### config.mk
export PLATFORM = sky130hd
export DESIGN_NAME = pit_sequencer
export DESIGN_NICKNAME = d
export VERILOG_FILES = /design/src/rtl/pit_pkg.sv /design/src/rtl/pit_bus_cycle.sv /design/src/rtl/pit_sequencer.sv
export SDC_FILE = /design/constraint.sdc
export NUM_CORES = 1
export LEC_CHECK = 0
export ABC_AREA = 1
export CORE_MARGIN = 1
export CORE_UTILIZATION = 28
export CTS_CLUSTER_DIAMETER = 40
export DETAILED_ROUTE_END_ITERATION = 10
export HOLD_SLACK_MARGIN = 0.15
export MAX_ROUTING_LAYER = met4
export SLEW_MARGIN = 20
export SYNTH_ARGS = -nofsm -noshare
export SYNTH_HDL_FRONTEND = slang
export SYNTH_SLANG_ARGS = --single-unit
### constraint.sdc
create_clock -name clk -period 5.3 [get_ports clk]
set_input_delay 0.53 -clock clk [delete_from_list [all_inputs] [get_ports clk]]
set_output_delay 0.53 -clock clk [all_outputs]
set_load 0.01 [all_outputs]
### src/rtl/pit_pkg.sv
// Shared encodings, state types and the control-word builder for the pit8254 host sequencer.
package pit_pkg;

    localparam logic [1:0] OP_PROGRAM  = 2'b00;
    localparam logic [1:0] OP_LATCH    = 2'b01;
    localparam logic [1:0] OP_SET_GATE = 2'b10;
    localparam logic [1:0] OP_RSVD     = 2'b11;

    localparam logic [1:0] RW_LATCH = 2'b00;
    localparam logic [1:0] RW_LSB   = 2'b01;
    localparam logic [1:0] RW_MSB   = 2'b10;
    localparam logic [1:0] RW_BOTH  = 2'b11;

    localparam logic [1:0] ADDR_CTRL = 2'b11;

    typedef enum logic [2:0] {
        ST_IDLE    = 3'd0,
        ST_WR_CTRL = 3'd1,
        ST_WR_LSB  = 3'd2,
        ST_WR_MSB  = 3'd3,
        ST_RD_LSB  = 3'd4,
        ST_RD_MSB  = 3'd5,
        ST_DONE    = 3'd6
    } seq_state_t;

    typedef enum logic [1:0] {
        BC_IDLE   = 2'd0,
        BC_SETUP  = 2'd1,
        BC_STROBE = 2'd2,
        BC_HOLD   = 2'd3
    } bc_phase_t;

    function automatic logic [7:0] ctrl_word(input logic [1:0] ch, input logic [1:0] rw,
                                             input logic [2:0] mode, input logic bcd);
        return {ch, rw, mode, bcd};
    endfunction

    // Channel 3 never exists; rw=00 is only meaningful as a latch command, never as a request format.
    function automatic logic req_bad(input logic [1:0] op, input logic [1:0] ch, input logic [1:0] rw);
        return (op == OP_RSVD) || (ch == 2'b11) || ((op != OP_SET_GATE) && (rw == RW_LATCH));
    endfunction

endpackage

### src/rtl/pit_bus_cycle.sv
// Single pit8254 bus access engine: setup, STB_CYCLES of strobe, hold; back-to-back starts allowed from hold.
module pit_bus_cycle
    import pit_pkg::*;
#(
    parameter int STB_CYCLES     = 2,
    parameter int STB_ACTIVE_LOW = 1
) (
    input  logic       clk,
    input  logic       reset,
    input  logic       start,
    input  logic       is_read,
    input  logic [1:0] addr,
    input  logic [7:0] wdata,
    output logic [7:0] rdata,
    output logic       done,
    output logic [7:0] pit_di,
    input  logic [7:0] pit_do,
    output logic       pit_cs,
    output logic       pit_wr,
    output logic       pit_rd,
    output logic       pit_a0,
    output logic       pit_a1
);

    localparam logic       LVL_IDLE = (STB_ACTIVE_LOW != 0) ? 1'b1 : 1'b0;
    localparam logic       LVL_ACT  = ~LVL_IDLE;
    localparam logic [7:0] STB_LAST = 8'(STB_CYCLES - 1);

    bc_phase_t  phase_r;
    logic [7:0] cnt_r;
    logic       rd_op_r;
    logic       cs_r, wr_r, rd_r;
    logic [1:0] addr_r;
    logic [7:0] di_r;
    logic [7:0] rdata_r;

    // Access phase sequencing with all bus pins driven straight from flops.
    always_ff @(posedge clk or posedge reset) begin
        if (reset) begin
            phase_r <= BC_IDLE;
            cnt_r   <= 8'd0;
            rd_op_r <= 1'b0;
            cs_r    <= LVL_IDLE;
            wr_r    <= LVL_IDLE;
            rd_r    <= LVL_IDLE;
            addr_r  <= 2'b00;
            di_r    <= 8'h00;
            rdata_r <= 8'h00;
        end else begin
            case (phase_r)
                BC_IDLE, BC_HOLD: begin
                    if (start) begin
                        phase_r <= BC_SETUP;
                        cs_r    <= LVL_ACT;
                        addr_r  <= addr;
                        di_r    <= is_read ? 8'h00 : wdata;
                        rd_op_r <= is_read;
                    end else begin
                        phase_r <= BC_IDLE;
                        cs_r    <= LVL_IDLE;
                        addr_r  <= 2'b00;
                        di_r    <= 8'h00;
                        rd_op_r <= 1'b0;
                    end
                end
                BC_SETUP: begin
                    phase_r <= BC_STROBE;
                    cnt_r   <= 8'd0;
                    if (rd_op_r) rd_r <= LVL_ACT;
                    else         wr_r <= LVL_ACT;
                end
                BC_STROBE: begin
                    // Read data is captured on the edge that closes the last strobe cycle.
                    if (cnt_r == STB_LAST) begin
                        phase_r <= BC_HOLD;
                        wr_r    <= LVL_IDLE;
                        rd_r    <= LVL_IDLE;
                        if (rd_op_r) rdata_r <= pit_do;
                    end else begin
                        cnt_r <= cnt_r + 8'd1;
                    end
                end
                default: begin
                    phase_r <= BC_IDLE;
                    cs_r    <= LVL_IDLE;
                    wr_r    <= LVL_IDLE;
                    rd_r    <= LVL_IDLE;
                end
            endcase
        end
    end

    assign done   = (phase_r == BC_HOLD);
    assign rdata  = rdata_r;
    assign pit_di = di_r;
    assign pit_cs = cs_r;
    assign pit_wr = wr_r;
    assign pit_rd = rd_r;
    assign pit_a1 = addr_r[1];
    assign pit_a0 = addr_r[0];

endmodule

### src/rtl/pit_sequencer.sv
// Expands one host request at a time into pit8254 control/data bus accesses; owns gate0..2.
module pit_sequencer
    import pit_pkg::*;
#(
    parameter int STB_CYCLES     = 2,
    parameter int STB_ACTIVE_LOW = 1
) (
    input  logic        clk,
    input  logic        reset,
    input  logic        req_valid,
    output logic        req_ready,
    input  logic [1:0]  req_op,
    input  logic [1:0]  req_ch,
    input  logic [1:0]  req_rw,
    input  logic [2:0]  req_mode,
    input  logic        req_bcd,
    input  logic [15:0] req_count,
    output logic        rsp_valid,
    output logic        rsp_err,
    output logic [15:0] rsp_data,
    output logic [7:0]  pit_di,
    input  logic [7:0]  pit_do,
    output logic        pit_cs,
    output logic        pit_wr,
    output logic        pit_rd,
    output logic        pit_a0,
    output logic        pit_a1,
    output logic [2:0]  gate
);

    seq_state_t  state_r, state_s;
    logic [1:0]  op_r, ch_r, rw_r;
    logic [15:0] count_r;
    logic [7:0]  lsb_r;
    logic        rsp_valid_r, rsp_err_r, req_ready_r;
    logic [15:0] rsp_data_r;
    logic [2:0]  gate_r;

    logic        accept_s, bad_s, access_s;
    logic        bc_start_s, bc_read_s, bc_done_s;
    logic [1:0]  bc_addr_s;
    logic [7:0]  bc_wdata_s, bc_rdata_s;

    assign accept_s = req_valid && (state_r == ST_IDLE);
    assign bad_s    = req_bad(req_op, req_ch, req_rw);

    // Phase state register.
    always_ff @(posedge clk or posedge reset) begin
        if (reset) state_r <= ST_IDLE;
        else       state_r <= state_s;
    end

    // Next phase: data phases are skipped according to the latched access format.
    always_comb begin
        state_s = state_r;
        case (state_r)
            ST_IDLE: begin
                if (!accept_s)                             state_s = ST_IDLE;
                else if (bad_s || (req_op == OP_SET_GATE)) state_s = ST_DONE;
                else                                       state_s = ST_WR_CTRL;
            end
            ST_WR_CTRL: begin
                if (!bc_done_s)            state_s = ST_WR_CTRL;
                else if (op_r == OP_LATCH) state_s = rw_r[0] ? ST_RD_LSB : ST_RD_MSB;
                else                       state_s = rw_r[0] ? ST_WR_LSB : ST_WR_MSB;
            end
            ST_WR_LSB: begin
                if (bc_done_s) state_s = rw_r[1] ? ST_WR_MSB : ST_DONE;
                else           state_s = ST_WR_LSB;
            end
            ST_RD_LSB: begin
                if (bc_done_s) state_s = rw_r[1] ? ST_RD_MSB : ST_DONE;
                else           state_s = ST_RD_LSB;
            end
            ST_WR_MSB, ST_RD_MSB: begin
                if (bc_done_s) state_s = ST_DONE;
                else           state_s = state_r;
            end
            ST_DONE: state_s = ST_IDLE;
            default: state_s = ST_IDLE;
        endcase
    end

    // Access request to the bus engine, issued on the edge that enters each access phase.
    always_comb begin
        bc_read_s  = 1'b0;
        bc_addr_s  = 2'b00;
        bc_wdata_s = 8'h00;
        access_s   = 1'b1;
        case (state_s)
            ST_WR_CTRL: begin
                bc_addr_s = ADDR_CTRL;
                if (req_op == OP_LATCH) bc_wdata_s = ctrl_word(req_ch, RW_LATCH, 3'b000, 1'b0);
                else                    bc_wdata_s = ctrl_word(req_ch, req_rw, req_mode, req_bcd);
            end
            ST_WR_LSB: begin
                bc_addr_s  = ch_r;
                bc_wdata_s = count_r[7:0];
            end
            ST_WR_MSB: begin
                bc_addr_s  = ch_r;
                bc_wdata_s = count_r[15:8];
            end
            ST_RD_LSB, ST_RD_MSB: begin
                bc_addr_s = ch_r;
                bc_read_s = 1'b1;
            end
            default: access_s = 1'b0;
        endcase
        if (access_s && ((state_r == ST_IDLE) || bc_done_s)) bc_start_s = 1'b1;
        else                                                 bc_start_s = 1'b0;
    end

    // Request capture, read assembly, gate register and response outputs.
    always_ff @(posedge clk or posedge reset) begin
        if (reset) begin
            op_r        <= 2'b00;
            ch_r        <= 2'b00;
            rw_r        <= 2'b00;
            count_r     <= 16'h0000;
            lsb_r       <= 8'h00;
            rsp_valid_r <= 1'b0;
            rsp_err_r   <= 1'b0;
            rsp_data_r  <= 16'h0000;
            gate_r      <= 3'b000;
            req_ready_r <= 1'b1;
        end else begin
            if (accept_s) begin
                op_r    <= req_op;
                ch_r    <= req_ch;
                rw_r    <= req_rw;
                count_r <= req_count;
            end
            if (bc_done_s && (state_r == ST_RD_LSB)) lsb_r <= bc_rdata_s;
            if ((state_s == ST_DONE) && (state_r == ST_RD_LSB))
                rsp_data_r <= {8'h00, bc_rdata_s};
            else if ((state_s == ST_DONE) && (state_r == ST_RD_MSB))
                rsp_data_r <= {bc_rdata_s, (rw_r[0] ? lsb_r : 8'h00)};
            if (accept_s && !bad_s && (req_op == OP_SET_GATE)) begin
                for (int i = 0; i < 3; i++) begin
                    if (req_ch == 2'(i)) gate_r[i] <= req_count[0];
                end
            end
            rsp_valid_r <= (state_s == ST_DONE);
            rsp_err_r   <= accept_s && bad_s;
            req_ready_r <= (state_s == ST_IDLE);
        end
    end

    pit_bus_cycle #(
        .STB_CYCLES     (STB_CYCLES),
        .STB_ACTIVE_LOW (STB_ACTIVE_LOW)
    ) u_bus (
        .clk     (clk),
        .reset   (reset),
        .start   (bc_start_s),
        .is_read (bc_read_s),
        .addr    (bc_addr_s),
        .wdata   (bc_wdata_s),
        .rdata   (bc_rdata_s),
        .done    (bc_done_s),
        .pit_di  (pit_di),
        .pit_do  (pit_do),
        .pit_cs  (pit_cs),
        .pit_wr  (pit_wr),
        .pit_rd  (pit_rd),
        .pit_a0  (pit_a0),
        .pit_a1  (pit_a1)
    );

    assign req_ready = req_ready_r;
    assign rsp_valid = rsp_valid_r;
    assign rsp_err   = rsp_err_r;
    assign rsp_data  = rsp_data_r;
    assign gate      = gate_r;

endmodule

# ---- After elaboration in Yosys (flattened, before gate mapping)
# Cells that the tools add are included.
dict set report word_totals {
  out_inout_bits 35
  word_cells 119
  reg_bits 87
  in_bits 37
}
dict set report op_classes {
  n_reduce_logical 33
  addsub 1
  n_eq_ne 27
  mux 36
}
# operator count
set ops {}
lappend ops {{$mux W16} 2}
lappend ops {{$mux W8} 4}
lappend ops {{$pmux W8 S3} 1}
lappend ops {{$mux W3} 7}
lappend ops {{$pmux W8 S2} 1}
lappend ops {{$eq A3 B3 Y1 const B} 5}
lappend ops {{$pmux W3 S5} 1}
lappend ops {{$eq A2 B2 Y1 const B} 6}
lappend ops {{$eq A3 B2 Y1 const B} 4}
lappend ops {{$mux W1} 11}
lappend ops {{$logic_and A1 B1 Y1} 9}
lappend ops {{$reduce_and A3 Y1} 3}
lappend ops {{$add A8 B1 Y8 const B} 1}
lappend ops {{$eq A2 B1 Y1 const B} 4}
lappend ops {{$eq A8 B1 Y1 const B} 1}
lappend ops {{$mux W2} 4}
lappend ops {{$reduce_and A2 Y1} 4}
lappend ops {{$eq A3 B1 Y1 const B} 2}
lappend ops {{$logic_not A2 Y1} 3}
lappend ops {{$logic_not A3 Y1} 2}
lappend ops {{$mux W6} 1}
lappend ops {{$ne A2 B2 Y1 const B} 3}
lappend ops {{$pmux W2 S3} 1}
lappend ops {{$reduce_or A2 Y1} 3}
lappend ops {{8 further kinds} 14}

# ---- Logic depth before layout (Yosys ltp)
dict set report logic_depth {
  word_depth 14
  mapped_depth 14
  depth_no_buf 12
}

# ---- Modules after synthesis
# From an unflattened synthesis, not the netlist that was laid out.
dict set report unflattened {
  cells_unflattened 552
  area_unflattened_um2 4356.7
}
# mod cells_per_inst n_inst seq_area_each_um2 area_per_inst_um2
set by_module_without_submodules {}
lappend by_module_without_submodules {pit_sequencer 378 1 1377.6 2813.9}
lappend by_module_without_submodules {pit_bus_cycle 174 1 804.5 1542.7}

# ---- Worst setup path before layout
# No wires, ideal clock.
dict set report synth_path {
  kind {register to register}
  from {register u_bus.phase_r[0]}
  to {register u_bus.di_r[0] (netlist: u_bus.pit_di[0])}
  required_ps 5183
  period_less_slack_ps 1799
  arrival_time_ps 1683
  setup_ps 117
  n_path_buf 2
  path_stages_with_launch 14
  slack_ps 3501
  cell_sequence {dfrtp_1 > ha_1 > nand2_1 > inv_1 > nand2_2 > nand2_1 > nor2_1 > nand2_1 > buf_4 > buf_6 > nand4_1 > nand3_1 > nand2_1 > nand2_1}
}
dict set report synth_between {
  elab_chain_len 9
  word_cells_on_any_way 23
  cone_classes {eq/ne: 6; mux: 11; reduce/logical: 6}
}
# element line
set synth_lines {}
lappend synth_lines {{start, declared} pit_bus_cycle.sv:29} ;# bc_phase_t phase_r;
lappend synth_lines {{start signal, assigned} pit_bus_cycle.sv:40} ;# phase_r <= BC_IDLE;
lappend synth_lines {{start signal, assigned} pit_bus_cycle.sv:53} ;# phase_r <= BC_SETUP;
lappend synth_lines {{start signal, assigned} pit_bus_cycle.sv:59} ;# phase_r <= BC_IDLE;
lappend synth_lines {{$eq A2 B2 Y1 (*)} pit_bus_cycle.sv:93} ;# assign done = (phase_r == BC_HOLD);
lappend synth_lines {{$mux W3, or another cell as far along} pit_sequencer.sv:76} ;# if (bc_done_s) state_s = ST_DONE;
lappend synth_lines {{$pmux W3 S5 (*)} pit_sequencer.sv:56} ;# case (state_r)
lappend synth_lines {{net state_s[1]} pit_sequencer.sv:31} ;# seq_state_t state_r, state_s;
lappend synth_lines {{$eq A3 B1 Y1, or another cell as far along} pit_sequencer.sv:90} ;# case (state_s)
lappend synth_lines {{$reduce_or A5 Y1 (no line)} n/a}
lappend synth_lines {{$mux W1} pit_sequencer.sv:90}
lappend synth_lines {{$logic_and A1 B1 Y1} pit_sequencer.sv:110} ;# if (access_s && ((state_r == ST_IDLE) || bc_done_s)) bc_start_s = 1'b1;
lappend synth_lines {{$mux W1} pit_sequencer.sv:110}
lappend synth_lines {{$mux W8 (*)} pit_bus_cycle.sv:52} ;# if (start) begin
lappend synth_lines {{end signal, assigned} pit_bus_cycle.sv:56} ;# di_r <= is_read ? 8'h00 : wdata;
lappend synth_lines {{end, declared} pit_bus_cycle.sv:34} ;# logic [7:0] di_r;
# Mark *: on every way through the listed nets, which the timed path passes. The rest lies on a longest branch.
# A chain may end at the register's enable or synchronous reset.

# ---- Final worst setup path
dict set report layout_path {
  from {register state_r[0]}
  to {register rsp_data_r[6] (netlist: rsp_data[6])}
}
dict set report layout_between {
  elab_chain_len 7
  word_cells_on_any_way 16
  cone_classes {eq/ne: 6; mux: 4; reduce/logical: 6}
}
# element line
set layout_lines {}
lappend layout_lines {{start, declared} pit_sequencer.sv:31}
lappend layout_lines {{start signal, assigned} pit_sequencer.sv:50} ;# else state_r <= state_s;
lappend layout_lines {{$logic_not A3 Y1} {pit_sequencer.sv:44, pit_sequencer.sv:56}}
lappend layout_lines {{$logic_and A1 B1 Y1} pit_sequencer.sv:44} ;# assign accept_s = req_valid && (state_r == ST_IDLE);
lappend layout_lines {{$mux W3} pit_sequencer.sv:58} ;# if (!accept_s) state_s = ST_IDLE;
lappend layout_lines {{$pmux W3 S5} pit_sequencer.sv:56}
lappend layout_lines {{$eq A3 B3 Y1} {pit_sequencer.sv:135, pit_sequencer.sv:137}}
lappend layout_lines {{$logic_and A1 B1 Y1 (on tied branches)} {pit_sequencer.sv:135, pit_sequencer.sv:137}}
lappend layout_lines {{$mux W16 / $reduce_bool A2 Y1 (equally long branches)} n/a}
lappend layout_lines {{end signal, assigned} pit_sequencer.sv:136} ;# rsp_data_r <= {8'h00, bc_rdata_s};
lappend layout_lines {{end signal, assigned} pit_sequencer.sv:138} ;# rsp_data_r <= {bc_rdata_s, (rw_r[0] ? lsb_r : 8'h00)};
lappend layout_lines {{end, declared} pit_sequencer.sv:36} ;# logic [15:0] rsp_data_r;
# Parallel ways exist; a longest one is shown, timed or not.

==> impl_metrics.tcl <==
set metrics [dict create \
    status "finished with violations" \
    violations "design-rule violations" \
    p_int_mw 1.77 \
    nNetsFinal 637 \
    max_freq_ghz 0.267 \
    ff_latch_area_mm2 0.00218 \
    grt_pass1_wl_um 18000 \
    mostFrequentLayoutCells "nand2_1, dfrtp_1, clkdlybuf4s50_1" \
    tns_ps 0 \
    peakVddDrop_mv 0.176 \
    io_buffers 71 \
    die_w_um 126 \
    dp_hpwl_um 7600 \
    min_period_ps 3740 \
    p_leak_nw 2.55 \
    grt_pass1_vias 3667 \
    path_cells "nor2_4, nand3_2, inv_1, nand2_1, nand2_1, nand4_4, nand2_1, o21ai_1" \
    p_seq_share_pct 37.1 \
    yosys_warnings 0 \
    rsz0062_at_grt "false" \
    die_y_um 126 \
    fin_skew_ps 5.71 \
    ys_seq_elements 87 \
    drtPass1Iterations 10 \
    worstSkewPairLatency_ps 340 \
    antenna_found_initial 0 \
    crit_path_max_incr_delay_ps 660 \
    initial_core_util_pct 29.1 \
    multi_input_area_mm2 0.00173 \
    dieArea_mm2 0.0158 \
    worst-r2r-cell-count 8 \
    p_sw_mw 1.19 \
    ant_nets 0 \
    worstReg2RegStart "state_r[0]" \
    num_vias 3607 \
    crit_path_frequent_cell "nand2_1" \
    drc_errors 5 \
    hold_path_class "flip-flop to flip-flop" \
    setup_viol 0 \
    fin_hold_ws_ps 486 \
    synth_top_area_share_pct 48.5 \
    rrSetupSlack_ps 1560 \
    startpoint_type "flip-flop" \
    crit_slowest_cell "inv_1" \
    cts_buffers 9 \
    syn2layout_area_growth_pct 26.4 \
    synth_area_leader_cell "dfrtp_1" \
    cts_tree "built" \
    worstPathArrival_ps 3960 \
    globalplace.congestion 0.850 \
    cts_sinks 87 \
    crit_type "flip-flop to flip-flop" \
    switching_share_pct 40.3 \
    htreeDepth 3 \
    synthCells 531 \
    clkPwrFrac_pct 22.6 \
    power_per_cell_area_mw_per_mm2 547 \
    viasPerCell 4.61 \
    clockBufferDepth 2 \
    overflow 0 \
    power_frac_comb_pct 40.4 \
    wire_per_inst_um 13.4 \
    maxCapViolCount 0 \
    netlist_area_mm2 0.00428 \
    cts_hold_buf 0 \
    cts_root_buffer "clkbuf_16" \
    synth_area_leaders "dfrtp_1, nand2_1, nand3_1" \
    drive_above_1_share_pct 6.18 \
    postCtsResizedCells 0 \
    grt_util_all_layers_pct 14.9 \
    yosysUniqueCellTypes 34 \
    crit_end "rsp_data[6]" \
    slew_headroom_pct 34.6 \
    finalCritPeriodShare_pct 70.6 \
    core.rowCount 44 \
    fillerInstances 1490 \
    grt_max_degree 48 \
    r2r-end "rsp_data[6]" \
    worst_setup_path_end_kind "flip-flop" \
    yosysSeqAreaShare_pct 51.0 \
    io_pins 72 \
    wirelength_um 10500 \
    critPathMaxFanout 32 \
    final_common_cell "nand2_1" \
    drt_iter0_markers 320 \
    postCtsSetupBuffers 0 \
    core-area_mm2 0.0147 \
    synth_nets 574 \
    hold_viol 0 \
    diodes 0 \
    synth.avg_cell_area_um2 8.06 \
    clk_pin_slew_ps 60 \
    slew_viol_final 0 \
    tightest_slew_ps 977 \
    cp.required_ps 5510 \
    crit_start "state_r[0]" \
]
==> cell type report <==
cell class	instances	area share [%]
Sequential cell	87	40.3
Clock inverter	4	1.34
Multi-Input combinational cell	360	32.0
Inverter	64	4.46
Clock buffer	12	4.37
Timing Repair Buffer	72	13.3
Tap cell	184	4.26
==> registers in the layout, indices dropped and copies added, names as in the netlist, 2 cells and up <==
name           flops
ch_r               2
count_r           16
gate               3
lsb_r              8
op_r               2
rsp_data          16
rw_r               2
state_r            3
u_bus.addr_r       2
u_bus.cnt_r        8
u_bus.phase_r      2
u_bus.pit_di       8
u_bus.rdata        8
==> worst max-delay path: cells and delay by family (launching register included) <==
family | cells | cell delay (ps)
AO/OA/AOI/OAI | 1 | 80
buffers and inverters | 1 | 660
AND/OR/NAND/NOR | 6 | 2210
flip-flops | 1 | 630
==> metal layers <==
layer  vias to the layer above  routed length, um  GRT usage, %
met4                         0                161          5.52
met3                        11                463          3.44
met2                       105               4790          23.2
met5                         -                  0             -
li1                       1826                  -             -
met1                      1665               5050          18.8
==> cells in the mapped netlist, drive strengths merged <==
master,instances
nand2,173
dfrtp,83
inv,63
o21ai,58
nand3,51
nor2,33
nand4,14
buf,13
a21oi,11
clkbuf,7
ha,6
dfstp,4
nor3,3
o31ai,3
a31oi,2
xor2,2
clkinv,1
nor4,1
o21a,1
o21bai,1
o22ai,1
==> through the flow <==
step | setup WS, ps | std cells | cell area, um^2 | utilization (%) | power [mW]
final | 1560 | 783 | 5410 | 36.8 | 2.96
after global routing | 1100 | 783 | 5410 | 36.8 | 3.20
after CTS | 1560 | 783 | 5410 | 36.8 | 2.98
after detailed placement | 1370 | 767 | 5100 | 34.7 | 2.30
after global placement | 1500 | 767 | 5100 | 34.7 | 2.27
after floorplan | 2530 | 531 | 4280 | - | 1.92
==> how the worst min path moves through the flow <==
| stage | endpoint | cells after the start | slack, ps | from |
|---|---|---|---|---|
| 6_report | ch_r[1] | 2 | 490 | ch_r[1] |
| 5_1_grt | u_bus.pit_di[5] | 2 | 510 | u_bus.pit_di[5] |
| 4_1_cts | ch_r[1] | 2 | 490 | ch_r[1] |
| 3_5_place_dp | ch_r[1] | 2 | 470 | ch_r[1] |
| 3_3_place_gp | lsb_r[0] | 2 | 470 | lsb_r[0] |
| 2_1_floorplan | count_r[1] | 2 | 450 | count_r[1] |
==> power groups by stage <==
| stage | registers, mW | clock network (mW) | logic, mW |
|---|---|---|---|
| final | 1.10 | 0.668 | 1.19 |
| after global routing | 1.13 | 0.713 | 1.36 |
| after CTS | 1.10 | 0.684 | 1.20 |
| after detailed placement | 1.10 | 0 | 1.20 |
| after global placement | 1.10 | 0 | 1.17 |
| after floorplan | 1.08 | 0 | 0.841 |
==> logic make-up (layout without fill, tap and decap cells) <==
kind of cell / after synthesis / after routing / synth area share, %
flops: 87 / 87 / 51.0
xor+xnor: 2 / 2 / 0.409
buf+inv: 84 / 152 / 8.60
simple gates: 275 / 275 / 28.6
fa+ha+maj: 6 / 6 / 1.75
compound gates: 77 / 77 / 9.65
Note: power is estimated with default switching activity, not from simulation.
